File: config.mk
export PLATFORM = sky130hd
export DESIGN_NAME = reset_start_sequencer
export DESIGN_NICKNAME = d
export VERILOG_FILES = /design/src/rtl/reset_start_sequencer.sv
export SDC_FILE = /design/constraint.sdc
export NUM_CORES = 1
export LEC_CHECK = 0
export BUFFER_PORTS_ARGS = -buffer_cell sky130_fd_sc_hd__buf_2
export CAP_MARGIN = 20
export CORE_MARGIN = 2
export CORE_UTILIZATION = 55
export DETAILED_ROUTE_END_ITERATION = 8
export PLACE_DENSITY = 0.84
export SETUP_SLACK_MARGIN = 0.02
export SLEW_MARGIN = 20
export SYNTH_ARGS = -nofsm -noshare
export SYNTH_HDL_FRONTEND = slang
export SYNTH_SLANG_ARGS = --single-unit
File: constraint.sdc
create_clock -name clk -period 5 [get_ports clk]
set_input_delay 0.25 -clock clk [delete_from_list [all_inputs] [get_ports clk]]
set_output_delay 0.25 -clock clk [all_outputs]
set_load 0.05 [all_outputs]
File: src/rtl/reset_start_sequencer.sv
// Reset/start sequencer for the game core: synchronises and debounces the push button,
// stretches and frame-aligns the core reset, and turns presses into one-cycle game events.
module reset_start_sequencer #(
  parameter int DEBOUNCE_CYCLES   = 315000,
  parameter int STRETCH_CYCLES    = 1024,
  parameter int LONG_PRESS_CYCLES = 63000000,
  parameter int ALIGN_TO_FRAME    = 1
) (
  input  logic       clk,
  input  logic       reset,
  input  logic       button_n,
  input  logic       frame_start,
  output logic       core_reset,
  output logic       ready,
  output logic       button_event,
  output logic [1:0] state
);

  localparam int DB_W  = (DEBOUNCE_CYCLES   > 1) ? $clog2(DEBOUNCE_CYCLES)   : 1;
  localparam int STR_W = (STRETCH_CYCLES    > 1) ? $clog2(STRETCH_CYCLES)    : 1;
  localparam int LP_W  = (LONG_PRESS_CYCLES > 1) ? $clog2(LONG_PRESS_CYCLES) : 1;

  localparam logic [DB_W-1:0]  DB_LAST  = DB_W'(DEBOUNCE_CYCLES - 1);
  localparam logic [DB_W-1:0]  DB_ONE   = DB_W'(1);
  localparam logic [STR_W-1:0] STR_LAST = STR_W'(STRETCH_CYCLES - 1);
  localparam logic [STR_W-1:0] STR_ONE  = STR_W'(1);
  localparam logic [LP_W-1:0]  LP_LAST  = LP_W'(LONG_PRESS_CYCLES - 1);
  localparam logic [LP_W-1:0]  LP_ONE   = LP_W'(1);

  localparam logic [1:0] HOLD    = 2'd0;
  localparam logic [1:0] STRETCH = 2'd1;
  localparam logic [1:0] ALIGN   = 2'd2;
  localparam logic [1:0] RUN     = 2'd3;

  logic             s1_q, s2_q;
  logic             db_q, db_d, db_prev_q;
  logic [DB_W-1:0]  db_cnt_q, db_cnt_d;
  logic [1:0]       st_q, st_d;
  logic [STR_W-1:0] str_cnt_q, str_cnt_d;
  logic [LP_W-1:0]  lp_cnt_q, lp_cnt_d;
  logic             core_reset_q, ready_q, event_q;
  logic             press;

  // db only follows s2 once it has disagreed for DEBOUNCE_CYCLES consecutive cycles
  always_comb begin
    db_d     = db_q;
    db_cnt_d = db_cnt_q;
    if (s2_q == db_q) begin
      db_cnt_d = '0;
    end else if (db_cnt_q == DB_LAST) begin
      db_d     = s2_q;
      db_cnt_d = '0;
    end else begin
      db_cnt_d = db_cnt_q + DB_ONE;
    end
  end

  assign press = db_prev_q & ~db_q;

  always_comb begin
    st_d      = st_q;
    str_cnt_d = str_cnt_q;
    lp_cnt_d  = lp_cnt_q;
    case (st_q)
      HOLD: begin
        if (db_q) begin
          st_d      = STRETCH;
          str_cnt_d = '0;
        end
      end
      STRETCH: begin
        if (!db_q) begin
          st_d = HOLD;
        end else if (str_cnt_q == STR_LAST) begin
          st_d = (ALIGN_TO_FRAME != 0) ? ALIGN : RUN;
        end else begin
          str_cnt_d = str_cnt_q + STR_ONE;
        end
      end
      ALIGN: begin
        if (!db_q) begin
          st_d = HOLD;
        end else if (frame_start) begin
          st_d = RUN;
        end
      end
      RUN: begin
        if (db_q) begin
          lp_cnt_d = '0;
        end else if (lp_cnt_q == LP_LAST) begin
          st_d     = HOLD;
          lp_cnt_d = '0;
        end else begin
          lp_cnt_d = lp_cnt_q + LP_ONE;
        end
      end
      default: st_d = HOLD;
    endcase
  end

  always_ff @(posedge clk) begin
    if (reset) begin
      s1_q         <= 1'b1;
      s2_q         <= 1'b1;
      db_q         <= 1'b1;
      db_prev_q    <= 1'b1;
      db_cnt_q     <= '0;
      st_q         <= HOLD;
      str_cnt_q    <= '0;
      lp_cnt_q     <= '0;
      core_reset_q <= 1'b1;
      ready_q      <= 1'b0;
      event_q      <= 1'b0;
    end else begin
      s1_q         <= button_n;
      s2_q         <= s1_q;
      db_q         <= db_d;
      db_prev_q    <= db_q;
      db_cnt_q     <= db_cnt_d;
      st_q         <= st_d;
      str_cnt_q    <= str_cnt_d;
      lp_cnt_q     <= lp_cnt_d;
      // Outputs come from next-state so they switch on the same edge as state
      core_reset_q <= (st_d != RUN);
      ready_q      <= (st_d == RUN);
      event_q      <= press && (st_q == RUN);
    end
  end

  assign core_reset   = core_reset_q;
  assign ready        = ready_q;
  assign button_event = event_q;
  assign state        = st_q;

endmodule
==> results.md, run 1 <==
- Run status: complete, no violations
- Vias in the first global route: roughly 2300
- DR vias/cell: approximately 5.5
- Core area: 0.00511 mm²
- Starting Density: 56.6%
- Die Wd: ~77 µm
- Hold crit path type: primary input to register
- Crit path DAT: 2.40 ns
- Synth Instances: 333
- Yosys reg bits: 64
- WL final: 5470 µm
- Final worst path period need: 2.20 ns
- ANT nets after route: 0
- Kind of end point of the critical path: register
- First-pass GRT wire length: 9760 µm
- Clk_lat worst skew: about 0.34 ns
- Post-Syn Nets: 340
- Worst R2R Start: lp_cnt_q[0]$_SDFFE_PP0P_
- H-tree levels: 3
- Inst Count DP: about 400
- Die height: approximately 77 µm
- Antenna cells: 0
- Resized cells post-CTS: 0
- FFs w/ async S/R, synth: 0%
- Mean area per synthesized cell: ~8.7 µm²
- Fin. Hold Viols: 0
- Top_reg_cell synth: dfxtp_1
- Setup WS pre-CTS: about 2.8 ns
- P per Cell Area: about 320 mW/mm²
- DR iter-0 viols: 159
- Total CTS buffers: 9
- Worst r2r path cells: 6
- Hold buffers post-CTS: 0
- Final Setup Violations: 0
- Post-synth EDFFs: 0
- Slew @ Worst Pin: between 0.5 and 0.6 ns
- Peak VDD IR: 0.000186 V
- Peak fanout along the critical path: 24
- Layout area overhead: 11.3%
- Setup Skew: 0.00893 ns
- CTS clk-pin slew, worst paths: 0.07 ns
- Initial antenna violation count: 0
- Final Power: roughly 0.0010 W
- Root buffer selected by CTS: clkbuf_8
- Fmax: approximately 460 MHz
- Final WS setup: around 2.8 ns
- End point of the critical path: lp_cnt_q[5]$_SDFFE_PP0P_
- Routability cong.: 0.871
- GRT overflow: 0
- Fin. max-slew vios: 0
- Max Cap Violations: 0
- IO Pins: 9
- RSZ-0062 raised after global routing: no
- Syn. warnings: 0
- TritonRoute pass-1 iters: 4
- Die area: 0.00586 mm²
- FP Rows: 26
- GRT Util Overall: 20.5%
- Post-synthesis cell type count: 45
- Postcts setup bufs: 0
- Share of synthesized area occupied by flip-flops and latches: 44.3%
- Number of port buffers: 8
- Drt wl/cell: 13.0 µm
- RR Endpoint: lp_cnt_q[5]$_SDFFE_PP0P_
- Setup TNS: 0 ns
- Worst setup path startpoint: lp_cnt_q[0]$_SDFFE_PP0P_
- WP data required: 5.20 ns
- Remaining DRCs: 0
- R2R Setup Slk: 2.80 ns
- Vias: 2318
- Final Cycle Share: 43.9%
- Leakage: 1.10 nW
- Largest net degree at the start of global routing: 25
- CTS tree: done
- Final HPWL DP: 3620 µm
- Clk sinks: between 60 and 70
- Share of post-route cells with drive strength above 1: 9.14%
- Worst slew margin: between 60 and 70%
- NumNets Final: around 350
- Worst setup SP type: register
- Mapped Area: between 0.002 and 0.003 mm²
- CTS max path bufs: 2
- Finished Layout Cells: 420
- Crit Path Class: register to register
-- synth_stat cells (4+ instances only) --
cell	number	area (µm²)
a21oi_1	9	45.0
and3_1	6	37.5
and4_1	4	35.0
clkbuf_1	4	15.0
dfxtp_1	64	1280
inv_1	5	18.8
nand2_1	30	113
nand3_1	25	125
nand4_1	16	100
nor2_1	61	229
nor3_1	9	45.0
nor4_1	5	31.3
or3_1	4	25.0
xnor2_1	20	175
xor2_1	25	219
-- layout make-up --
cell class	count	area, µm²
Fill cell	451	1890
Timing Repair Buffer	9	47.5
Inverter	5	18.8
Clock inverter	4	75.1
Tap cell	70	87.6
Sequential cell	64	1280
Clock buffer	12	165
Multi-Input combinational cell	256	1550
-- sequential cells by signal (all words and copies together) (netlist names) --
register and count:
db_q 1, db_prev_q 1, core_reset 1, str_cnt_q 10
button_event 1, lp_cnt_q 26, s2_q 1, db_cnt_q 19
s1_q 1, state 2, ready 1
-- metal layers --
layer / global-route usage (%) / vias to the layer above / wire [µm]
met5: 0 / - / 0
met2: 34.0 / 31 / 2650
met1: 24.0 / 1102 / 2600
met4: 8.73 / 0 / 65
met3: 7.46 / 6 / 152
li1: - / 1179 / -
-- logic make-up after synthesis --
kind of cell | share of synthesized area [%]
simple gates | 32.7
flops | 44.3
xor+xnor | 13.6
compound gates | 5.49
buf+inv | 2.29
fa+ha+maj | 1.30
mux | 0.346
-- worst min-delay path by stage --
stage                          startpoint               to  slack, ns  cells after the start
final                            button_n  s1_q$_SDFF_PP1_       0.09                      2
after global routing             button_n  s1_q$_SDFF_PP1_       0.07                      2
after CTS                        button_n  s1_q$_SDFF_PP1_       0.08                      2
after detailed placement  s1_q$_SDFF_PP1_  s2_q$_SDFF_PP1_       0.40                      1
after global placement    s1_q$_SDFF_PP1_  s2_q$_SDFF_PP1_       0.40                      1
after floorplan                  button_n  s1_q$_SDFF_PP1_       0.35                      1
-- critical path: stages, from the launching register on --
cell      delay (ns)
dfxtp_1         0.37
ha_1            0.20
and4b_1         0.19
nand4_1         0.12
o41a_1          0.57
o21bai_4        0.51
nor2_1          0.11
-- cells in the final DEF, fill, tap and decap left out, drive strengths merged, types with 3 or more instances in the layout --
master	count
nand2	30
o21ai	3
a21oi	9
nor4	6
nor2	61
or2	3
and2	4
or3	4
and4	4
buf	9
xnor2	20
nor2b	3
nor3	9
dfxtp	64
inv	5
and3	6
nor3b	3
nand4	16
xor2	25
nand3	25
clkbuf	12
ha	3
-- power breakdown --
group / internal [W] / switching (W)
Clock: 0.000321 / 0.000193
Combinational: 0.00000456 / 0.0000102
Sequential: 0.000512 / 0.00000218
Total: 0.000838 / 0.000206
-- metrics by stage --
stage                     utilization, %  hold slack (ns)  area, µm²
final                               63.1           0.0942       3220
after global routing                63.1           0.0717       3220
after CTS                           63.1           0.0760       3220
after detailed placement            58.4            0.397       2980
after global placement              58.4            0.399       2980
after floorplan                        -            0.354       2890
Power figures use the tool's default switching activity.
==> run 2, diff against run 1 <==
--- a/config.mk
+++ b/config.mk
@@ -5,12 +5,13 @@
 export SDC_FILE = /design/constraint.sdc
 export NUM_CORES = 1
 export LEC_CHECK = 0
+export ABC_AREA = 1
 export BUFFER_PORTS_ARGS = -buffer_cell sky130_fd_sc_hd__buf_2
 export CAP_MARGIN = 20
 export CORE_MARGIN = 2
 export CORE_UTILIZATION = 55
 export DETAILED_ROUTE_END_ITERATION = 8
-export PLACE_DENSITY = 0.84
+export PLACE_DENSITY = 0.86
 export SETUP_SLACK_MARGIN = 0.02
 export SLEW_MARGIN = 20
 export SYNTH_ARGS = -nofsm -noshare
==> constraint.sdc (replaced) <==
create_clock -name clk -period 1.8 [get_ports clk]
set_input_delay 0.09 -clock clk [delete_from_list [all_inputs] [get_ports clk]]
set_output_delay 0.09 -clock clk [all_outputs]
set_load 0.05 [all_outputs]
==> results.md, run 2 <==
- Final HPWL DP: 5240 µm
- Largest area contributor in the netlist: dfxtp_1
- First-pass GRT wire length: 12700 µm
- Layout filler cell count: 469
- End point of the critical path: lp_cnt_q[19]$_SDFFE_PP0P_
- RSZ-0062 raised after global routing: no
- Leakage: 1.51 nW
- NumNets Final: 548
- Worst path cell trace: nand3_1 -> nor3_2 -> nand2_1 -> nor2_1 -> nand2_1 -> nand2_1 -> nand2_1 -> nor2_1
- Worst path bufs/invs: 0
- H-tree levels: 3
- Initial antenna violation count: 0
- Vias: ~3300
- Yosys reg bits: 64
- Crit path DAT: 2.02 ns
- Post-synth EDFFs: 0
- Number of port buffers: 8
- Drt wl/cell: 12.2 µm
- Largest regs: lp_cnt_q (26), db_cnt_q (19), str_cnt_q (10)
- ANT nets after route: 0
- Hold crit path type: primary input to register
- Worst slew margin: 60.8%
- Die area: 0.00679 mm²
- WP data required: 2.08 ns
- Post-Syn Nets: 521
- CTS clk-pin slew, worst paths: 0.07 ns
- M2 GR Usage: 39.8%
- IO Pins: 9
- Clk_lat worst skew: roughly 0.34 ns
- Vias in the first global route: ~3000
- Dominant cell by count in the synthesized netlist: nand2_1
- Antenna cells: 0
- Most frequent cells in the layout: nand2_1, nor2_1, inv_1
- Worst hold slack: approximately 0.064 ns
- M1 GR Usage: 29.9%
- Starting Density: 57.1%
- Post-synthesis cell type count: 37
- TritonRoute pass-1 iters: 5
- GRT Util Overall: 24.0%
- Mapped Area: 0.00338 mm²
- Setup TNS: 0 ns
- Setup Skew: 0.00748 ns
- Largest net degree at the start of global routing: 20
- Peak VDD IR: 0.000599 V
- DR iter-0 viols: 243
- Mean area per synthesized cell: 6.58 µm²
- Root buffer selected by CTS: clkbuf_8
- Final Cycle Share: 96.6%
- CTS tree: done
- FP Rows: 28
- Worst R2R Start: lp_cnt_q[2]$_SDFFE_PP0P_
- Worst setup SP type: register
- GRT overflow: 0
- Total CTS buffers: 9
- Run status: complete, no violations
- Final worst path period need: between 1.5 and 2 ns
- CTS max path bufs: 2
- Share of synthesized area occupied by flip-flops and latches: 37.9%
- Top reg by flops: lp_cnt_q
- Largest register FFs: 26
- Core area: 0.00592 mm²
- Top-area cell type share of the netlist area: between 30% and 40%
- Crit-path max cell delay: 0.44 ns
- Clk sinks: 64
- Peak fanout along the critical path: 5
- Worst r2r path cells: 8
- Commonest cells post-synth: nand2_1, nor2_1, inv_1
- P per Cell Area: 742 mW/mm²
- Fin. max-slew vios: 0
- Crit Path Class: register to register
- Top_reg_cell synth: dfxtp_1
- Finished Layout Cells: 621
- Layout area overhead: 14.3%
- Inst Count DP: 599
- Max Cap Violations: 0
- FFs w/ async S/R, synth: 0%
- Commonest non-fill, non-tap cell in the layout: nand2_1
- R2R Setup Slk: 0.06 ns
- Slew @ Worst Pin: slightly below 0.6 ns
- Top post-synthesis cells by area: dfxtp_1, nand2_1, nor2_1, inv_1, nand3_1
- GRT Max-Usage Layer: met2
- WL final: 7550 µm
- Number of cells on the critical path: 8
- Final Power: 0.00287 W
- Critical-path top delay cell: nor3_2
- Share of post-route cells with drive strength above 1: 13.7%
- Kind of end point of the critical path: register
- Fin. Hold Viols: 0
- Final Setup Violations: 0
- Syn. warnings: 0
- Die height: 82.4 µm
- Fmax: about 580 MHz
- Worst setup path startpoint: lp_cnt_q[2]$_SDFFE_PP0P_
- CP dominant cell by count: nand2_1
- Die Wd: 82.4 µm
- DR vias/cell: between 5 and 6
- Routability cong.: 0.869
- RR Endpoint: lp_cnt_q[19]$_SDFFE_PP0P_
- CP delay by family, top: simple AND/OR/NAND/NOR gates
- Remaining DRCs: 0
- Synth Instances: roughly 510
- Met3 GRT Util: 4.57%
[run 2: changes by cell type after synthesis, moves of 5 or more]
cell / change
nand2_1: +97
inv_1: +69
nor2_1: +31
xnor2_1: -17
xor2_1: -17
a21oi_1: +14
nor3_1: +9
nand2_2: +8
nand3_1: +6
and3_1: -5
nor2_4: +5
o21ai_0: +5
[run 2: stage by stage]
step	util (%)	setup WS [ns]	area (µm²)
detailed placement	59.6	0.0903	3530
CTS	63.5	0.0715	3760
global placement	59.6	0.145	3530
floorplan	-	0.0319	3380
finish	65.3	0.0612	3860
global route	65.3	0.0176	3860
[run 2: worst min-delay path by stage]
stage,to,slack [ns],from,depth (start not counted)
2_1_floorplan,s1_q$_SDFF_PP1_,0.19,button_n,1
3_3_place_gp,s1_q$_SDFF_PP1_,0.28,button_n,2
3_5_place_dp,s1_q$_SDFF_PP1_,0.29,button_n,2
4_1_cts,ready$_SDFF_PP0_,0.06,frame_start,3
5_1_grt,ready$_SDFF_PP0_,0.08,frame_start,3
6_report,ready$_SDFF_PP0_,0.06,frame_start,3
[run 2: tightest hold or removal path, delay by kind of cell]
family,cells,cell delay [ns]
compound gates,1,0.08
buf+inv,1,0.10
simple gates,1,0.08
[run 2: area by class of cell]
type | count | area, µm² | area share (%)
Multi-Input combinational cell | 369 | 1840 | 47.7
Sequential cell | 64 | 1280 | 33.2
Clock inverter | 6 | 82.6 | 2.14
Tap cell | 75 | 93.8 | 2.43
Clock buffer | 10 | 138 | 3.56
Inverter | 77 | 292 | 7.54
Timing Repair Buffer | 20 | 133 | 3.43
[run 2: kinds of logic after synthesis]
| family | Yosys count | synth area share [%] |
|---|---|---|
| AND/OR/NAND/NOR | 313 | 41.5 |
| buffers and inverters | 82 | 9.77 |
| XOR/XNOR | 11 | 2.85 |
| AO/OA/AOI/OAI | 41 | 6.84 |
| flip-flops | 64 | 37.9 |
| adder cells (fa/ha/maj) | 3 | 1.11 |
[run 2: report_power, final]
part / internal [W] / total, W / leakage, nW / switching [W]
Combinational: 0.0000238 / 0.0000761 / 0.883 / 0.0000523
Sequential: 0.00142 / 0.00143 / 0.517 / 0.00000500
Clock: 0.000809 / 0.00136 / 0.112 / 0.000552
Total: 0.00226 / 0.00287 / 1.51 / 0.000610
[run 2: routing by layer]
metal / routed length (µm) / part of all wire [%]
met1: 3250 / 43
met2: 3510 / 46
met3: 551 / 7.3
met4: 244 / 3.2
met5: 0 / 0
[run 2: repair_timing]
action                                 4_1_cts  5_1_grt
hold buffers                                 1        0
setup buffers                                0        4
setup endpoints to repair                    0       44
endpoints found under the hold margin        1        0
resized for setup                            0       14
